$ cat src/rtl/sram_block_reader_if.sv
// Bundle of the command, SRAM-wrapper and output-stream signals of sram_block_reader.
// The master modport is the reader itself; slave is the surrounding system.
interface sram_block_reader_if #(
  parameter int DATA_W = 32,
  parameter int ADDR_W = 7,
  parameter int LEN_W  = 8
);
  logic              start;
  logic [ADDR_W-1:0] base_addr;
  logic [LEN_W-1:0]  num_rows;
  logic              busy;
  logic              done;
  logic              cmd_err;
  logic              sram_mem_en;
  logic              sram_rd_req;
  logic              sram_wr_req;
  logic [ADDR_W-1:0] sram_address;
  logic [DATA_W-1:0] sram_rd_data;
  logic              sram_rd_data_val;
  logic [DATA_W-1:0] out_data;
  logic              out_valid;
  logic              out_ready;

  modport master (
    input  start, base_addr, num_rows, sram_rd_data, sram_rd_data_val, out_ready,
    output busy, done, cmd_err, sram_mem_en, sram_rd_req, sram_wr_req, sram_address,
           out_data, out_valid
  );

  modport slave (
    output start, base_addr, num_rows, sram_rd_data, sram_rd_data_val, out_ready,
    input  busy, done, cmd_err, sram_mem_en, sram_rd_req, sram_wr_req, sram_address,
           out_data, out_valid
  );
endinterface

$ cat src/rtl/sram_block_reader.sv
// Reads a block of consecutive SRAM rows (wrapping at DEPTH) and streams them out
// through a small FWFT FIFO; reads are only issued when a FIFO slot is guaranteed.
module sram_block_reader #(
  parameter int DATA_W     = 32,
  parameter int DEPTH      = 100,
  parameter int ADDR_W     = $clog2(DEPTH),
  parameter int LEN_W      = $clog2(DEPTH) + 1,
  parameter int FIFO_DEPTH = 4
) (
  input logic                clk,
  input logic                rst,
  sram_block_reader_if.master bus
);

  localparam int PTR_W = $clog2(FIFO_DEPTH);

  typedef enum logic [1:0] {ST_IDLE, ST_ISSUE, ST_DRAIN, ST_DONE} state_e;

  state_e            state_r;
  state_e            state_s;
  logic [ADDR_W-1:0] addr_r;
  logic [LEN_W-1:0]  issue_left_r;
  logic [LEN_W-1:0]  pop_left_r;
  logic              inflight_r;
  logic              busy_r;
  logic              done_r;
  logic              cmd_err_r;

  logic [DATA_W-1:0] fifo_mem_r [FIFO_DEPTH];
  logic [PTR_W-1:0]  wr_ptr_r;
  logic [PTR_W-1:0]  rd_ptr_r;
  logic [PTR_W:0]    count_r;

  logic legal_s;
  logic accept_s;
  logic issue_s;
  logic push_s;
  logic pop_s;
  logic out_valid_s;

  assign legal_s     = (32'(bus.base_addr) < DEPTH) && (32'(bus.num_rows) <= DEPTH);
  assign accept_s    = (state_r == ST_IDLE) && bus.start && legal_s;
  assign out_valid_s = (count_r != '0);
  // The request still in flight holds a FIFO slot, so a returned row always fits.
  assign issue_s     = (state_r == ST_ISSUE) && (issue_left_r != '0) &&
                       ((32'(count_r) + 32'(inflight_r)) < FIFO_DEPTH);
  assign push_s      = bus.sram_rd_data_val && inflight_r;
  assign pop_s       = out_valid_s && bus.out_ready;

  // Next-state logic of the command sequencer.
  always_comb begin
    state_s = state_r;
    case (state_r)
      ST_IDLE: begin
        if (accept_s) begin
          if (bus.num_rows == '0) state_s = ST_DONE;
          else                    state_s = ST_ISSUE;
        end else begin
          state_s = ST_IDLE;
        end
      end
      ST_ISSUE: begin
        if (issue_s && (issue_left_r == LEN_W'(1))) state_s = ST_DRAIN;
        else                                        state_s = ST_ISSUE;
      end
      ST_DRAIN: begin
        if ((pop_left_r == '0) || (pop_s && (pop_left_r == LEN_W'(1)))) state_s = ST_DONE;
        else                                                            state_s = ST_DRAIN;
      end
      ST_DONE: state_s = ST_IDLE;
      default: state_s = ST_IDLE;
    endcase
  end

  // Sequencer state, address/count registers and registered status outputs.
  always_ff @(posedge clk) begin
    if (rst) begin
      state_r      <= ST_IDLE;
      addr_r       <= '0;
      issue_left_r <= '0;
      pop_left_r   <= '0;
      inflight_r   <= 1'b0;
      busy_r       <= 1'b0;
      done_r       <= 1'b0;
      cmd_err_r    <= 1'b0;
    end else begin
      state_r    <= state_s;
      inflight_r <= issue_s;
      busy_r     <= (state_s == ST_ISSUE) || (state_s == ST_DRAIN);
      done_r     <= (state_s == ST_DONE);
      cmd_err_r  <= (state_r == ST_IDLE) && bus.start && !legal_s;
      if (accept_s) begin
        addr_r       <= bus.base_addr;
        issue_left_r <= bus.num_rows;
        pop_left_r   <= bus.num_rows;
      end else begin
        if (issue_s) begin
          addr_r       <= (32'(addr_r) == (DEPTH - 1)) ? '0 : addr_r + ADDR_W'(1);
          issue_left_r <= issue_left_r - LEN_W'(1);
        end
        if (pop_s && (pop_left_r != '0)) begin
          pop_left_r <= pop_left_r - LEN_W'(1);
        end
      end
    end
  end

  // FIFO storage; contents need no reset since occupancy is tracked separately.
  always_ff @(posedge clk) begin
    if (push_s) begin
      fifo_mem_r[wr_ptr_r] <= bus.sram_rd_data;
    end
  end

  // FIFO pointers and occupancy; reset flushes any buffered rows.
  always_ff @(posedge clk) begin
    if (rst) begin
      wr_ptr_r <= '0;
      rd_ptr_r <= '0;
      count_r  <= '0;
    end else begin
      if (push_s) wr_ptr_r <= wr_ptr_r + PTR_W'(1);
      if (pop_s)  rd_ptr_r <= rd_ptr_r + PTR_W'(1);
      case ({push_s, pop_s})
        2'b10:   count_r <= count_r + (PTR_W + 1)'(1);
        2'b01:   count_r <= count_r - (PTR_W + 1)'(1);
        default: count_r <= count_r;
      endcase
    end
  end

  assign bus.busy         = busy_r;
  assign bus.done         = done_r;
  assign bus.cmd_err      = cmd_err_r;
  assign bus.sram_rd_req  = issue_s;
  assign bus.sram_mem_en  = issue_s;
  assign bus.sram_wr_req  = 1'b0;
  assign bus.sram_address = addr_r;
  assign bus.out_data     = fifo_mem_r[rd_ptr_r];
  assign bus.out_valid    = out_valid_s;

endmodule
$ cat src/flat_wrapper.sv
// flat-port wrapper written by rule: the top's interface ports become plain ports
module sram_block_reader_flat 
#(
  parameter int DATA_W     = 32,
  parameter int DEPTH      = 100,
  parameter int ADDR_W     = $clog2(DEPTH),
  parameter int LEN_W      = $clog2(DEPTH) + 1,
  parameter int FIFO_DEPTH = 4
)
  (clk, rst, bus_start, bus_base_addr, bus_num_rows, bus_sram_rd_data, bus_sram_rd_data_val, bus_out_ready, bus_busy, bus_done, bus_cmd_err, bus_sram_mem_en, bus_sram_rd_req, bus_sram_wr_req, bus_sram_address, bus_out_data, bus_out_valid);
  sram_block_reader_if #(.DATA_W(DATA_W), .ADDR_W(ADDR_W), .LEN_W(LEN_W)) bus_i ();
  input logic clk;
  input logic rst;
  input wire logic [$bits(bus_i.start)-1:0] bus_start;
  input wire logic [$bits(bus_i.base_addr)-1:0] bus_base_addr;
  input wire logic [$bits(bus_i.num_rows)-1:0] bus_num_rows;
  input wire logic [$bits(bus_i.sram_rd_data)-1:0] bus_sram_rd_data;
  input wire logic [$bits(bus_i.sram_rd_data_val)-1:0] bus_sram_rd_data_val;
  input wire logic [$bits(bus_i.out_ready)-1:0] bus_out_ready;
  output wire logic [$bits(bus_i.busy)-1:0] bus_busy;
  output wire logic [$bits(bus_i.done)-1:0] bus_done;
  output wire logic [$bits(bus_i.cmd_err)-1:0] bus_cmd_err;
  output wire logic [$bits(bus_i.sram_mem_en)-1:0] bus_sram_mem_en;
  output wire logic [$bits(bus_i.sram_rd_req)-1:0] bus_sram_rd_req;
  output wire logic [$bits(bus_i.sram_wr_req)-1:0] bus_sram_wr_req;
  output wire logic [$bits(bus_i.sram_address)-1:0] bus_sram_address;
  output wire logic [$bits(bus_i.out_data)-1:0] bus_out_data;
  output wire logic [$bits(bus_i.out_valid)-1:0] bus_out_valid;
  assign bus_i.start = bus_start;
  assign bus_i.base_addr = bus_base_addr;
  assign bus_i.num_rows = bus_num_rows;
  assign bus_i.sram_rd_data = bus_sram_rd_data;
  assign bus_i.sram_rd_data_val = bus_sram_rd_data_val;
  assign bus_i.out_ready = bus_out_ready;
  assign bus_busy = bus_i.busy;
  assign bus_done = bus_i.done;
  assign bus_cmd_err = bus_i.cmd_err;
  assign bus_sram_mem_en = bus_i.sram_mem_en;
  assign bus_sram_rd_req = bus_i.sram_rd_req;
  assign bus_sram_wr_req = bus_i.sram_wr_req;
  assign bus_sram_address = bus_i.sram_address;
  assign bus_out_data = bus_i.out_data;
  assign bus_out_valid = bus_i.out_valid;
  sram_block_reader #(.DATA_W(DATA_W), .DEPTH(DEPTH), .ADDR_W(ADDR_W), .LEN_W(LEN_W), .FIFO_DEPTH(FIFO_DEPTH)) u_core (.clk(clk), .rst(rst), .bus(bus_i));
endmodule
$ cat config.mk
export PLATFORM = sky130hd
export DESIGN_NAME = sram_block_reader_flat
export DESIGN_NICKNAME = d
export VERILOG_FILES = /design/src/rtl/sram_block_reader_if.sv /design/src/rtl/sram_block_reader.sv /design/src/flat_wrapper.sv
export SDC_FILE = /design/constraint.sdc
export NUM_CORES = 1
export LEC_CHECK = 0
export BUFFER_PORTS_ARGS = -buffer_cell sky130_fd_sc_hd__buf_2
export CAP_MARGIN = 20
export CORE_ASPECT_RATIO = 1.5
export CORE_MARGIN = 1.5
export CORE_UTILIZATION = 57
export CTS_BUF_LIST = sky130_fd_sc_hd__clkbuf_8 sky130_fd_sc_hd__clkbuf_16
export DETAILED_ROUTE_END_ITERATION = 16
export PLACE_DENSITY = 0.8
export RECOVER_POWER = 50
export SYNTH_ARGS = -nofsm -noshare
export SYNTH_HDL_FRONTEND = slang
export SYNTH_SLANG_ARGS = --single-unit
$ cat constraint.sdc
create_clock -name clk -period 2.9 [get_ports clk]
set_input_delay 0.58 -clock clk [delete_from_list [all_inputs] [get_ports clk]]
set_output_delay 0.58 -clock clk [all_outputs]
set_load 0.005 [all_outputs]
==> results <==
- The run finished with clean final reports.
- After floorplanning, the core was sized to cover 0.0115 mm^2.
- The number of buffers and inverters on the critical path is 3.
- Counting flops with a built-in enable in the synthesized netlist gives 128.
- For this run, the slowest stage of the critical path takes 0.52 ns.
- For this run, the total global-route usage over all layers was measured as 24.5%.
- The post-synthesis async set-or-reset flop share is 0%.
- The area of the multi-input gates is 0.00197 mm^2.
- The die is 136 um tall.
- The maximum clock path buffer count is 2.
- Ranked by instance count, the synthesized netlist is headed by sky130_fd_sc_hd__edfxtp_1 (128), sky130_fd_sc_hd__dfxtp_1 (38), sky130_fd_sc_hd__mux4_2 (32).
- The synthesized design spends more area on one cell type than any other, namely sky130_fd_sc_hd__edfxtp_1.
- The antenna diode count is 0.
- For this design the static power due to leakage is 2.70 nW.
- The worst hold path belongs to the class in2reg.
- The global-route wire length before repair is 22200 um.
- The post-detailed-route wirelength per cell is 20.5 um.
- The post-DP HPWL is 9180 um.
- Max-cap violations in this run came to 0.
- The post-CTS resize count is 0.
- The area occupied by registers is 0.00461 mm^2.
- In this run, the number of DRC markers left after iteration 0 of detailed routing was 220.
- The number of hold buffers added after cts is 0.
- The number of port buffers is 96.
- The fraction of post-synthesis cell area in the top cell type by area is 57.4%.
- The power per unit of standard cell area is 654 mW/mm^2.
- At the end of routability-driven placement, the weighted congestion stood at 0.897.
- The highest clock rate is 0.368 GHz.
- The synthesis-to-layout area growth is 18.8%.
- The number of setup buffers added after CTS is 0.
- The number of clock buffers added by TritonCTS is 17.
- The most instantiated flip-flop cell in the synthesis netlist is sky130_fd_sc_hd__edfxtp_1.
- After detailed routing, the number of vias per cell comes to 5.81.
- The critical path starts at u_core.issue_left_r[0].
- The final setup violation count is 0.
- The horizontal die dimension is 91.5 um.
- The count of cells in the finished layout, fillers not included, comes to 687.
- The number of global-route vias before repair is 4133.
- The clock skew is 0.0119 ns.
- The cell count of the worst reg-to-reg path is 7.
- The average footprint of a synthesized cell is 16.1 um^2.
- The required time at the endpoint of the critical path is 2.32 ns.
- The initial antenna violation count is 0.
- In this run the core area contains 48 standard-cell rows.
- The post-synthesis net count is 480.
- Setup repair after global routing left no endpoint under its margin.
- The initial utilization of the core area, before any placement, comes to 58.3%.
- The cell sitting at the root of the clock tree is a sky130_fd_sc_hd__clkbuf_16.
- By area the synthesized netlist is led by sky130_fd_sc_hd__edfxtp_1 (57%), sky130_fd_sc_hd__dfxtp_1 (11%), sky130_fd_sc_hd__mux4_2 (11%), sky130_fd_sc_hd__ha_1 (2.2%), sky130_fd_sc_hd__nor2_1 (1.4%).
- Final hold analysis gives a worst-case slack of 0.398 ns.
- The number of top-level pins is 98.
- The overall power of the completed layout is 5.19 mW.
- The kind of end point of the critical path is an output port.
- The worst setup path is launched from a flop.
- The routed layout has 3994 vias.
- Summing all non-filler instances in the final layout gives an area of 0.00795 mm^2.
- The period utilization is 93.8%.
- Summed over all layers, the routed wires come to 14100 um.
- The DRC violation count after routing is 0.
- TritonCTS built the clock tree.
- In this run the cell area measured after placement is 0.00740 mm^2.
- The cell count of the worst hold path is 3.
- The startpoint of the worst-slack reg-to-reg timing path is u_core.issue_left_r[0].
- The setup total negative slack is 0 ns.
- After synthesis, flip-flops and latches occupy 68.8% of the total area.
- The number of warning messages in the yosys log is 0.
- The final number of max-transition violations was 0.
- Of all nets on the critical path, the largest fanout is 7.
- The count of TritonRoute iterations in the first routing pass is 5.
- The minimum clock period after layout is 2.72 ns.
- The cell area after synthesis is 0.00669 mm^2.
- The critical path crosses 6 cells after its start point.
- In this run, placement finished with an instance count of 655.
- The die covers 0.0124 mm^2.
- The maximum number of pins on one net before global-route repair is 33.
- The family with the most delay on the worst path is simple AND/OR/NAND/NOR gates.
- STA puts the critical path data arrival time at 2.14 ns.
- The critical path is of the reg2out type.
- The number of nets in the layout is 589.
- Traced cell by cell, the critical path runs through inv_1 > ha_1 > or3b_2 > o211ai_4 > inv_2 > buf_2.
- The synthesis-stage register bit count is 166.
- The most frequent cell after synthesis is sky130_fd_sc_hd__edfxtp_1.
- Synthesis produced 415 cells.
- The clock transition time at the flip-flop clock pins of the worst setup and hold paths is 0.07 ns.
- The filler cells instantiated in the layout total 774.
- The count of nets left with antenna violations once routing finished came out at 0.
- The total congestion overflow is 0.
- The worst-margin pin slew is 1.03 ns.
- The number of H-tree levels is 4.
- The clock net in this run drives a total of 166 sinks.
- The worst hold path begins at bus_base_addr[2].
- In this run, distinct cell masters in the synthesized netlist total 60.
- At the later pin of the worst-skew pair, clock insertion delay measures 0.42 ns.
- Measured against its own limit, the worst slew margin works out to 31.5%.
- The slowest cell on the critical path is sky130_fd_sc_hd__or3b_2.
- The peak supply drop is 0.000440 V.
- The share of post-route cells with drive strength above 1 is 27.7%.
- The count of final hold-check violations is 0.
## path summary, 6_finish.rpt
| path | slack (ns) | end |
|---|---|---|
| setup / recovery | 0.18 | bus_sram_mem_en |
| hold / removal | 0.40 | u_core.bus.sram_address[2] |
| hold reg to reg | 0.49 | u_core.pop_left_r[6] |
| setup reg to reg | 0.45 | u_core.bus.busy |
## worst register-to-register path: cells and delay by family, from the launching register on
| kind | cells | cell delay (ns) |
|---|---|---|
| AOI/OAI and AO/OA | 1 | 0.41 |
| adders and majority gates | 2 | 0.51 |
| buffers and inverters | 1 | 0.08 |
| DFF | 1 | 0.40 |
| and+or+nand+nor | 3 | 0.95 |
## area by class of cell
cell class                      count  share of cell area [%]
Sequential cell                   166                    58.0
Multi-Input combinational cell    219                    24.8
Timing Repair Buffer              107                    6.85
Clock buffer                       17                    5.35
Tap cell                          150                    2.36
Clock inverter                     15                    2.05
Inverter                           13                   0.614
## stage by stage
stage          utilization, %  worst slack, ns
5_1_grt                  69.3           0.0384
6_report                 69.3            0.181
3_5_place_dp             64.5            0.466
2_1_floorplan               -            0.578
4_1_cts                  69.6            0.122
3_3_place_gp             64.5            0.518
## registers in the layout, indices dropped and copies added, names as in the netlist, named ones only
| signal | cells |
|---|---|
| u_core.inflight_r | 1 |
| u_core.bus.done | 1 |
| u_core.bus.sram_address | 7 |
| u_core.fifo_mem_r | 128 |
| u_core.count_r | 3 |
| u_core.state_r | 2 |
| u_core.bus.cmd_err | 1 |
| u_core.wr_ptr_r | 2 |
| u_core.issue_left_r | 8 |
| u_core.pop_left_r | 8 |
| u_core.bus.busy | 1 |
| u_core.rd_ptr_r | 2 |
## per-layer routing
metal	routed length (um)	GRT usage [%]
met1	5160	28.1
met3	628	4.66
met4	276	10.8
met5	0	0
met2	8000	44.2
## cell families (layout without fill, tap and decap cells)
logic type,after synthesis,after routing,share of synthesized area (%)
compound gates,56,56,5.93
xor+xnor,15,15,1.96
fa+ha+maj,13,13,2.54
buf+inv,30,152,1.89
flops,166,166,68.8
mux,32,32,10.8
other cells,1,1,0.0560
simple gates,102,102,8.06
## layout by cell type (no fill, tap or decap), types with 2 or more instances in the layout
master                         n
sky130_fd_sc_hd__mux4_2       32
sky130_fd_sc_hd__nor3_1        5
sky130_fd_sc_hd__nor2b_1       2
sky130_fd_sc_hd__buf_2        61
sky130_fd_sc_hd__or3b_1        2
sky130_fd_sc_hd__inv_8         4
sky130_fd_sc_hd__clkbuf_1     35
sky130_fd_sc_hd__and3_1        6
sky130_fd_sc_hd__xor2_1        8
sky130_fd_sc_hd__a31oi_1       5
sky130_fd_sc_hd__o211ai_1      3
sky130_fd_sc_hd__a211oi_1      6
sky130_fd_sc_hd__buf_4         9
sky130_fd_sc_hd__dfxtp_1      37
sky130_fd_sc_hd__or3_1         4
sky130_fd_sc_hd__o22ai_1       2
sky130_fd_sc_hd__a221oi_1      3
sky130_fd_sc_hd__clkinvlp_4    2
sky130_fd_sc_hd__edfxtp_1    128
sky130_fd_sc_hd__nand2b_1      2
sky130_fd_sc_hd__xnor2_1       7
sky130_fd_sc_hd__nor2_1       25
sky130_fd_sc_hd__buf_12        2
sky130_fd_sc_hd__nand3_1      10
sky130_fd_sc_hd__o31ai_1       2
sky130_fd_sc_hd__nand2_1      22
sky130_fd_sc_hd__a21oi_1      18
sky130_fd_sc_hd__inv_1        12
sky130_fd_sc_hd__o21ai_0       2
sky130_fd_sc_hd__clkbuf_16    17
sky130_fd_sc_hd__inv_6         5
sky130_fd_sc_hd__nor3b_1       3
sky130_fd_sc_hd__and3_2        2
sky130_fd_sc_hd__nor4_1        6
sky130_fd_sc_hd__ha_1         12
sky130_fd_sc_hd__a221o_1       2
## power by group
| group | internal [mW] | total (mW) | switching, mW | leakage, nW |
|---|---|---|---|---|
| Combinational | 0.161 | 0.350 | 0.189 | 0.961 |
| Sequential | 2.60 | 2.64 | 0.0475 | 1.46 |
| Clock | 1.22 | 2.20 | 0.977 | 0.283 |
(Power assumes the default switching activity.)
